`src/rtl/deserializer.sv`:
```
// deserializer: serial-to-parallel receiver for an LSB-first serial link.
//
// Takes one bit per clk edge where sin_valid=1 and builds N-bit words LSB-first.
// Each finished word is presented on a valid/ready output port. An sof with
// sin_valid=1 restarts framing, so the bit on sin becomes bit 0 of a new word.
// A word that finishes while the output still holds an unconsumed word is
// dropped, and this sets the sticky overrun flag.
//
// Ports:
//   clk        in   rising-edge clock
//   reset      in   synchronous, active-low reset of all state
//   sin        in   serial data bit, LSB of each word first
//   sin_valid  in   qualifies sin (and sof) on this edge
//   sof        in   start of frame: sin is bit 0 of a new word
//   data_out   out  N-bit assembled word, held while out_valid=1
//   out_valid  out  data_out holds an unconsumed word
//   out_ready  in   consumer accepts the word when out_valid=1
//   busy       out  a partial word (1..N-1 bits) is held
//   overrun    out  sticky: a completed word was dropped; cleared only by reset

module deserializer #(
  parameter int unsigned N = 8
) (
  input  logic         clk,
  input  logic         reset,
  input  logic         sin,
  input  logic         sin_valid,
  input  logic         sof,
  output logic [N-1:0] data_out,
  output logic         out_valid,
  input  logic         out_ready,
  output logic         busy,
  output logic         overrun
);

  localparam int unsigned CntW = (N > 2) ? $clog2(N) : 1;

  typedef enum logic [0:0] {StIdle, StShift} state_e;

  state_e          state_q, state_d;
  logic [N-1:0]    sr_q, sr_d;
  logic [CntW-1:0] cnt_q, cnt_d;
  logic [N-1:0]    data_q, data_d;
  logic            valid_q, valid_d;
  logic            overrun_q, overrun_d;

  logic [N-1:0]    word;
  logic            complete;
  logic            accept;

  // The word as it stands once the current bit is shifted in.
  assign word   = {sin, sr_q[N-1:1]};
  assign accept = valid_q & out_ready;

  always_comb begin
    state_d   = state_q;
    sr_d      = sr_q;
    cnt_d     = cnt_q;
    data_d    = data_q;
    valid_d   = valid_q;
    overrun_d = overrun_q;
    complete  = 1'b0;

    if (sin_valid) begin
      sr_d = word;
      if (sof) begin
        // Resync: drop any partial word silently, this bit is bit 0.
        cnt_d   = CntW'(1);
        state_d = StShift;
      end else begin
        unique case (state_q)
          StIdle: begin
            cnt_d   = CntW'(1);
            state_d = StShift;
          end
          StShift: begin
            if (cnt_q == CntW'(N - 1)) begin
              complete = 1'b1;
              cnt_d    = '0;
              state_d  = StIdle;
            end else begin
              cnt_d = cnt_q + CntW'(1);
            end
          end
          default: begin
            cnt_d   = '0;
            state_d = StIdle;
          end
        endcase
      end
    end

    if (complete) begin
      // A handshake on the same edge frees the output, so there is no drop.
      if (!valid_q || accept) begin
        data_d  = word;
        valid_d = 1'b1;
      end else begin
        overrun_d = 1'b1;
      end
    end else if (accept) begin
      valid_d = 1'b0;
    end
  end

  always_ff @(posedge clk) begin
    if (!reset) begin
      state_q   <= StIdle;
      sr_q      <= '0;
      cnt_q     <= '0;
      data_q    <= '0;
      valid_q   <= 1'b0;
      overrun_q <= 1'b0;
    end else begin
      state_q   <= state_d;
      sr_q      <= sr_d;
      cnt_q     <= cnt_d;
      data_q    <= data_d;
      valid_q   <= valid_d;
      overrun_q <= overrun_d;
    end
  end

  assign data_out  = data_q;
  assign out_valid = valid_q;
  assign busy      = (state_q == StShift);
  assign overrun   = overrun_q;

endmodule
```
`config.mk`:
```
export PLATFORM = sky130hd
export DESIGN_NAME = deserializer
export DESIGN_NICKNAME = d
export VERILOG_FILES = /design/src/rtl/deserializer.sv
export SDC_FILE = /design/constraint.sdc
export NUM_CORES = 1
export LEC_CHECK = 0
export CAP_MARGIN = 10
export CORE_MARGIN = 2
export CORE_UTILIZATION = 30
export CTS_CLUSTER_DIAMETER = 120
export DETAILED_ROUTE_END_ITERATION = 12
export GPL_TIMING_DRIVEN = 0
export PLACE_DENSITY_LB_ADDON = 0.1
export SYNTH_ARGS = -nofsm -noshare
export SYNTH_HDL_FRONTEND = slang
export SYNTH_SLANG_ARGS = --single-unit
```
`constraint.sdc`:
```
create_clock -name clk -period 2.7 [get_ports clk]
set_input_delay 0.405 -clock clk [delete_from_list [all_inputs] [get_ports clk]]
set_output_delay 0.405 -clock clk [all_outputs]
set_load 0.02 [all_outputs]
```
==> results of run 1 <==
-- how the worst max path moves through the flow --
stage          startpoint          end  slack, ps  cells past startpoint
2_1_floorplan    cnt_q[0]  data_out[0]       1420                      6
3_3_place_gp          sof  data_out[3]       1110                      5
3_5_place_dp          sof  data_out[5]       1090                      5
4_1_cts              busy         busy        910                      1
5_1_grt              busy         busy        860                      1
6_report             busy         busy        940                      1
-- flip-flops by register name, indices dropped and copies added (netlist names) --
register	flops
busy	1
out_valid	1
overrun	1
sr_q	7
data_out	8
cnt_q	3
-- Yosys cell counts --
master     n  share of area (%)
a21boi_0   3                2.6
nand2_1   16                6.9
buf_6      2                2.6
nor2_1     1               0.43
mux2i_1   15                 17
nand2b_1   3                2.2
o21a_1     2                1.7
o21ai_0    1               0.57
ha_1       2                2.9
o211a_1    1                1.2
dfxtp_1   21                 48
buf_2      3                1.7
nand4b_4   1                2.7
a21oi_1    1               0.57
nor2b_1    8                5.8
nand3_1    2                1.2
nor2b_2    1                1.0
clkbuf_1   1               0.43
-- cells in the final DEF, fill, tap and decap left out, drive strengths merged, types with 2 or more instances in the layout --
master,n
nand2,16
nor2b,9
o21a,2
mux2i,15
nand3,2
clkdlybuf4s50,14
a21boi,3
clkbuf,4
nand2b,3
ha,2
buf,5
dfxtp,21
-- power groups by stage --
stage | clock [uW] | sequential [uW] | combinational [uW]
CTS | 162 | 318 | 36.2
finish | 152 | 318 | 35.2
floorplan | 0 | 325 | 22.4
detailed placement | 0 | 325 | 36.0
global route | 178 | 319 | 39.1
global placement | 0 | 325 | 35.6
-- through the flow --
step	power (uW)	utilization [%]	setup WS, ps
4_1_cts	516	39.0	908
5_1_grt	536	39.0	862
3_5_place_dp	361	38.0	1090
2_1_floorplan	348	-	1420
6_report	506	39.0	936
3_3_place_gp	360	38.0	1110
-- metal layers --
metal  vias up  track usage (%)  share of wire, %
li1        314                -                 -
met1       282             14.3                49
met2         9             15.7                46
met3         2             2.90               4.3
met4         0             5.98               1.2
met5         -                0                 0
-- final cells by class --
cell class	instances	area, um2
sequential	21	420
clock inverter	1	5.00
multi-input combinational	57	408
tap	31	38.8
timing repair buffer	14	140
buffer	6	41.3
clock buffer	3	22.5
fill	289	1680
-- logic make-up (layout without fill, tap and decap cells) --
group,after synthesis,count (layout),share of synthesized area (%)
adder cells (fa/ha/maj),2,2,2.88
buffers and inverters,6,24,4.75
AND/OR/NAND/NOR,32,32,20.1
multiplexers,15,15,17.3
AO/OA/AOI/OAI,8,8,6.62
flip-flops,21,21,48.3
==> flow_summary.json, run 1 <==
{
  "status": "finished clean",
  "fmax_ghz": 0.567,
  "worstHoldStart": "sin_valid",
  "seq_power_share_pct": 62.9,
  "reg2reg_slack_ps": 1270,
  "crit_path_cell_trace": "clkdlybuf4s50_1",
  "dp_hpwl_mm": 1.11,
  "syn_area_um2": 870,
  "dieArea_um2": 3350,
  "grt_pass1_wl_mm": 2.70,
  "synth_nets": 92,
  "slowest_stage": "clkdlybuf4s50_1",
  "r2r-end": "data_out[3]",
  "layout-drive-gt1-share_pct": 10.8,
  "ys_warn_count": 0,
  "antenna_left": 0,
  "cts_buffers": 3,
  "dp.cells": 129,
  "fin_crit_ps": 1760,
  "critical-path-top-delay-family": "buffers and inverters",
  "tns_ps": 0,
  "yosysUniqueCellTypes": 18,
  "slew_headroom_pct": 75.6,
  "clock-sinks": 21,
  "grt_pass1_vias": 587,
  "chipHeight_um": 57.8,
  "critPathKind": "reg2out",
  "vias": 607,
  "tightestPinTransition_ps": 366,
  "die_width_um": 57.8,
  "syn-instance-count": 84,
  "final_max_slew_viol_count": 0,
  "wl_per_cell_um": 11.4,
  "clkLatencyLatePin_ps": 300,
  "drc": 0,
  "cts-root-buf": "clkbuf_4",
  "io_pins": 17,
  "cp_slowest_stage_delay_ps": 630,
  "via_per_inst": 4.56,
  "place_congestion": 0.645,
  "swShare_pct": 23.4,
  "syn2layout_area_growth_pct": 23.7,
  "critical_path_buf_inv_count": 1,
  "arrival_ps": 1360,
  "reg2reg_from": "cnt_q[0]",
  "worst_setup_path_start_kind": "flop",
  "antenna_found_initial": 0,
  "n_antenna_cell": 0,
  "drt_wl_total_mm": 1.52,
  "cts_hold_buf": 0,
  "min_path_cells": 3,
  "cellLeakagePower_uw": 0.000405,
  "grt_max_degree": 13,
  "powerDensity_nw_per_um2": 470,
  "setup_viol": 0,
  "track_usage_pct": 10.8,
  "firstDrtPassIters": 2,
  "p_clk_share_pct": 30.2,
  "period_share_pct": 65.3,
  "drt-initial-drc-count": 11,
  "rsz0062_at_grt": "false",
  "hold_slack_ps": 421,
  "min_to": "sr_q[7]",
  "post-cts-setup-buffer-count": 0,
  "fin_cells": 133,
  "fp.coreArea_um2": 2760,
  "port_buffers": 14,
  "crit_required_ps": 2300,
  "avgSynthCellArea_um2": 10.4,
  "cts-resized-gates": 0,
  "dpl_cell_area_um2": 1050,
  "rows": 19,
  "clockBufferDepth": 2,
  "fin_skew_ps": 1.72,
  "r2r_cells": 6,
  "peakVddDrop_uv": 215,
  "pwr-share-comb_pct": 7.0,
  "cts_max_level": 1,
  "finalNetCount": 111,
  "cp_max_fo": 4,
  "synth_sequential_area_ratio_pct": 48.3,
  "hold_viol": 0,
  "design_area_um2": 1080,
  "cp-end-kind": "output port",
  "p_sw_uw": 118,
  "hp-class": "in2reg",
  "cts_tree": "yes",
  "synth-seq-cells": 21,
  "floorplan.initialDensity_pct": 31.5,
  "internal_power_uw": 387,
  "maxCapViolCount": 0,
  "cts.clk_slew.worst_paths_ps": 120,
  "grt_overflow": 0
}
No activity file was read; power rests on OpenSTA's default activity.
==> run 2: changes to the inputs <==
==> constraint.sdc (replaced) <==
create_clock -name clk -period 1.5 [get_ports clk]
set_input_delay 0.225 -clock clk [delete_from_list [all_inputs] [get_ports clk]]
set_output_delay 0.225 -clock clk [all_outputs]
set_load 0.02 [all_outputs]
==> run 2 against run 1 <==
Highest routed layer unchanged. Via count up 0.66%. Global-route usage about the same. Sequential power up 80%. Worst hold slack worse by 180 ps. Largest power group unchanged. Critical path depth up 5. First-iteration DRC count shrank 36%. Combinational power increased by 77%. Routed wire length up 1.1%.
==> flow_summary.json, run 2 (synthesis gave the netlist of run 1 again) <==
{
  "fmax_ghz": 0.726,
  "worst_setup_path_start_kind": "flop",
  "peakVddDrop_uv": 387,
  "powerDensity_nw_per_um2": 816,
  "fin_skew_ps": 1.95,
  "cts_hold_buf": 0,
  "hold_viol": 0,
  "cp-end-kind": "flop",
  "layout_setup_ws_ps": 122,
  "place_congestion": 0.645,
  "arrival_ps": 1610,
  "firstDrtPassIters": 2,
  "cts_max_level": 1,
  "antenna_found_initial": 0,
  "rsz0062_at_grt": "false",
  "setup_viol": 0,
  "slew_headroom_pct": 75.4,
  "cellLeakagePower_uw": 0.000593,
  "crit_required_ps": 1740,
  "clkLatencyLatePin_ps": 300,
  "layout-drive-gt1-share_pct": 13.7,
  "cp_max_fo": 8,
  "largest_register_ffs": 8,
  "status": "finished clean",
  "final_max_slew_viol_count": 0,
  "finalNetCount": 111,
  "worstHoldStart": "sin_valid",
  "antenna_left": 0,
  "io_pins": 17,
  "cts_tree": "yes",
  "rows": 19,
  "track_usage_pct": 10.8,
  "die_width_um": 57.8,
  "chipHeight_um": 57.8,
  "hp-class": "in2reg",
  "wl_per_cell_um": 11.6,
  "fp.coreArea_um2": 2760,
  "dieArea_um2": 3350,
  "grt_max_degree": 13,
  "final_cell_mix": "dfxtp_1 (19), nand2_1 (16), mux2i_1 (15), dlymetal6s2s_1 (10), nor2b_1 (8)",
  "floorplan.initialDensity_pct": 31.5,
  "maxCapViolCount": 0,
  "n_antenna_cell": 0,
  "cts-root-buf": "clkbuf_4",
  "via_per_inst": 4.59,
  "cts-resized-gates": 1,
  "drt-initial-drc-count": 7,
  "dp_hpwl_mm": 1.11,
  "pre_cts_ws_ps": 71.5,
  "fin_cells": 133,
  "reg2reg_slack_ps": 120,
  "cts.clk_slew.worst_paths_ps": 120,
  "dp.cells": 129,
  "clock-sinks": 21,
  "syn2layout_area_growth_pct": 28.2,
  "tns_ps": 0,
  "vias": 611,
  "drc": 0,
  "port_buffers": 14,
  "cp-startpoint": "cnt_q[0]",
  "r2r-end": "data_out[3]",
  "hold_slack_ps": 240,
  "grt_pass1_wl_mm": 2.72,
  "critPathKind": "reg2reg",
  "tightestPinTransition_ps": 369,
  "cts_buffers": 3,
  "reg2reg_from": "cnt_q[0]",
  "clockBufferDepth": 2,
  "crit_path_end": "data_out[3]",
  "drt_wl_total_mm": 1.54,
  "fin_crit_ps": 1380,
  "period_share_pct": 91.9,
  "layout_commonest_cell": "dfxtp_1",
  "r2r_cells": 6,
  "grt_overflow": 0,
  "post-cts-setup-buffer-count": 0,
  "grt_pass1_vias": 592
}
## run 2: metal layers
metal	vias to the layer above	global-route usage [%]	share of wire [%]
li1	315	-	-
met1	285	14.3	48
met2	9	15.9	46
met3	2	2.90	4.9
met4	0	5.98	1.2
met5	-	0	0
## run 2: area by class of cell
| type | instances | area (um2) |
|---|---|---|
| buffer | 6 | 41.3 |
| clock buffer | 3 | 22.5 |
| clock inverter | 1 | 5.00 |
| fill | 284 | 1640 |
| multi-input combinational | 57 | 420 |
| sequential | 21 | 423 |
| tap | 31 | 38.8 |
| timing repair buffer | 14 | 164 |
## run 2: power by group
part	internal, uW	leakage [uW]	switching (uW)
logic	31.4	0.000404	31.0
registers	566	0.000171	6.93
clock network	99.3	0.0000177	176
## run 2: worst min-delay path by stage
| stage | endpoint | slack [ps] | cells past startpoint |
|---|---|---|---|
| 3_5_place_dp | data_out[4] | 450 | 2 |
| 2_1_floorplan | data_out[7] | 370 | 2 |
| 6_report | sr_q[7] | 240 | 3 |
| 4_1_cts | sr_q[6] | 240 | 3 |
| 5_1_grt | sr_q[1] | 260 | 3 |
| 3_3_place_gp | data_out[5] | 440 | 2 |
## run 2: worst max-delay path: stages, from the launching register on
cell	delay [ps]
dfxtp_2	360
ha_1	190
ha_4	150
nand4b_4	110
nor2b_2	140
buf_6	160
mux2i_1	190
## run 2: through the flow
step	total power [uW]	utilization, %	area, um2
floorplan	626	-	870
global placement	649	38.0	1050
detailed placement	650	38.0	1050
CTS	927	39.0	1070
global route	964	40.4	1110
finish	910	40.4	1110
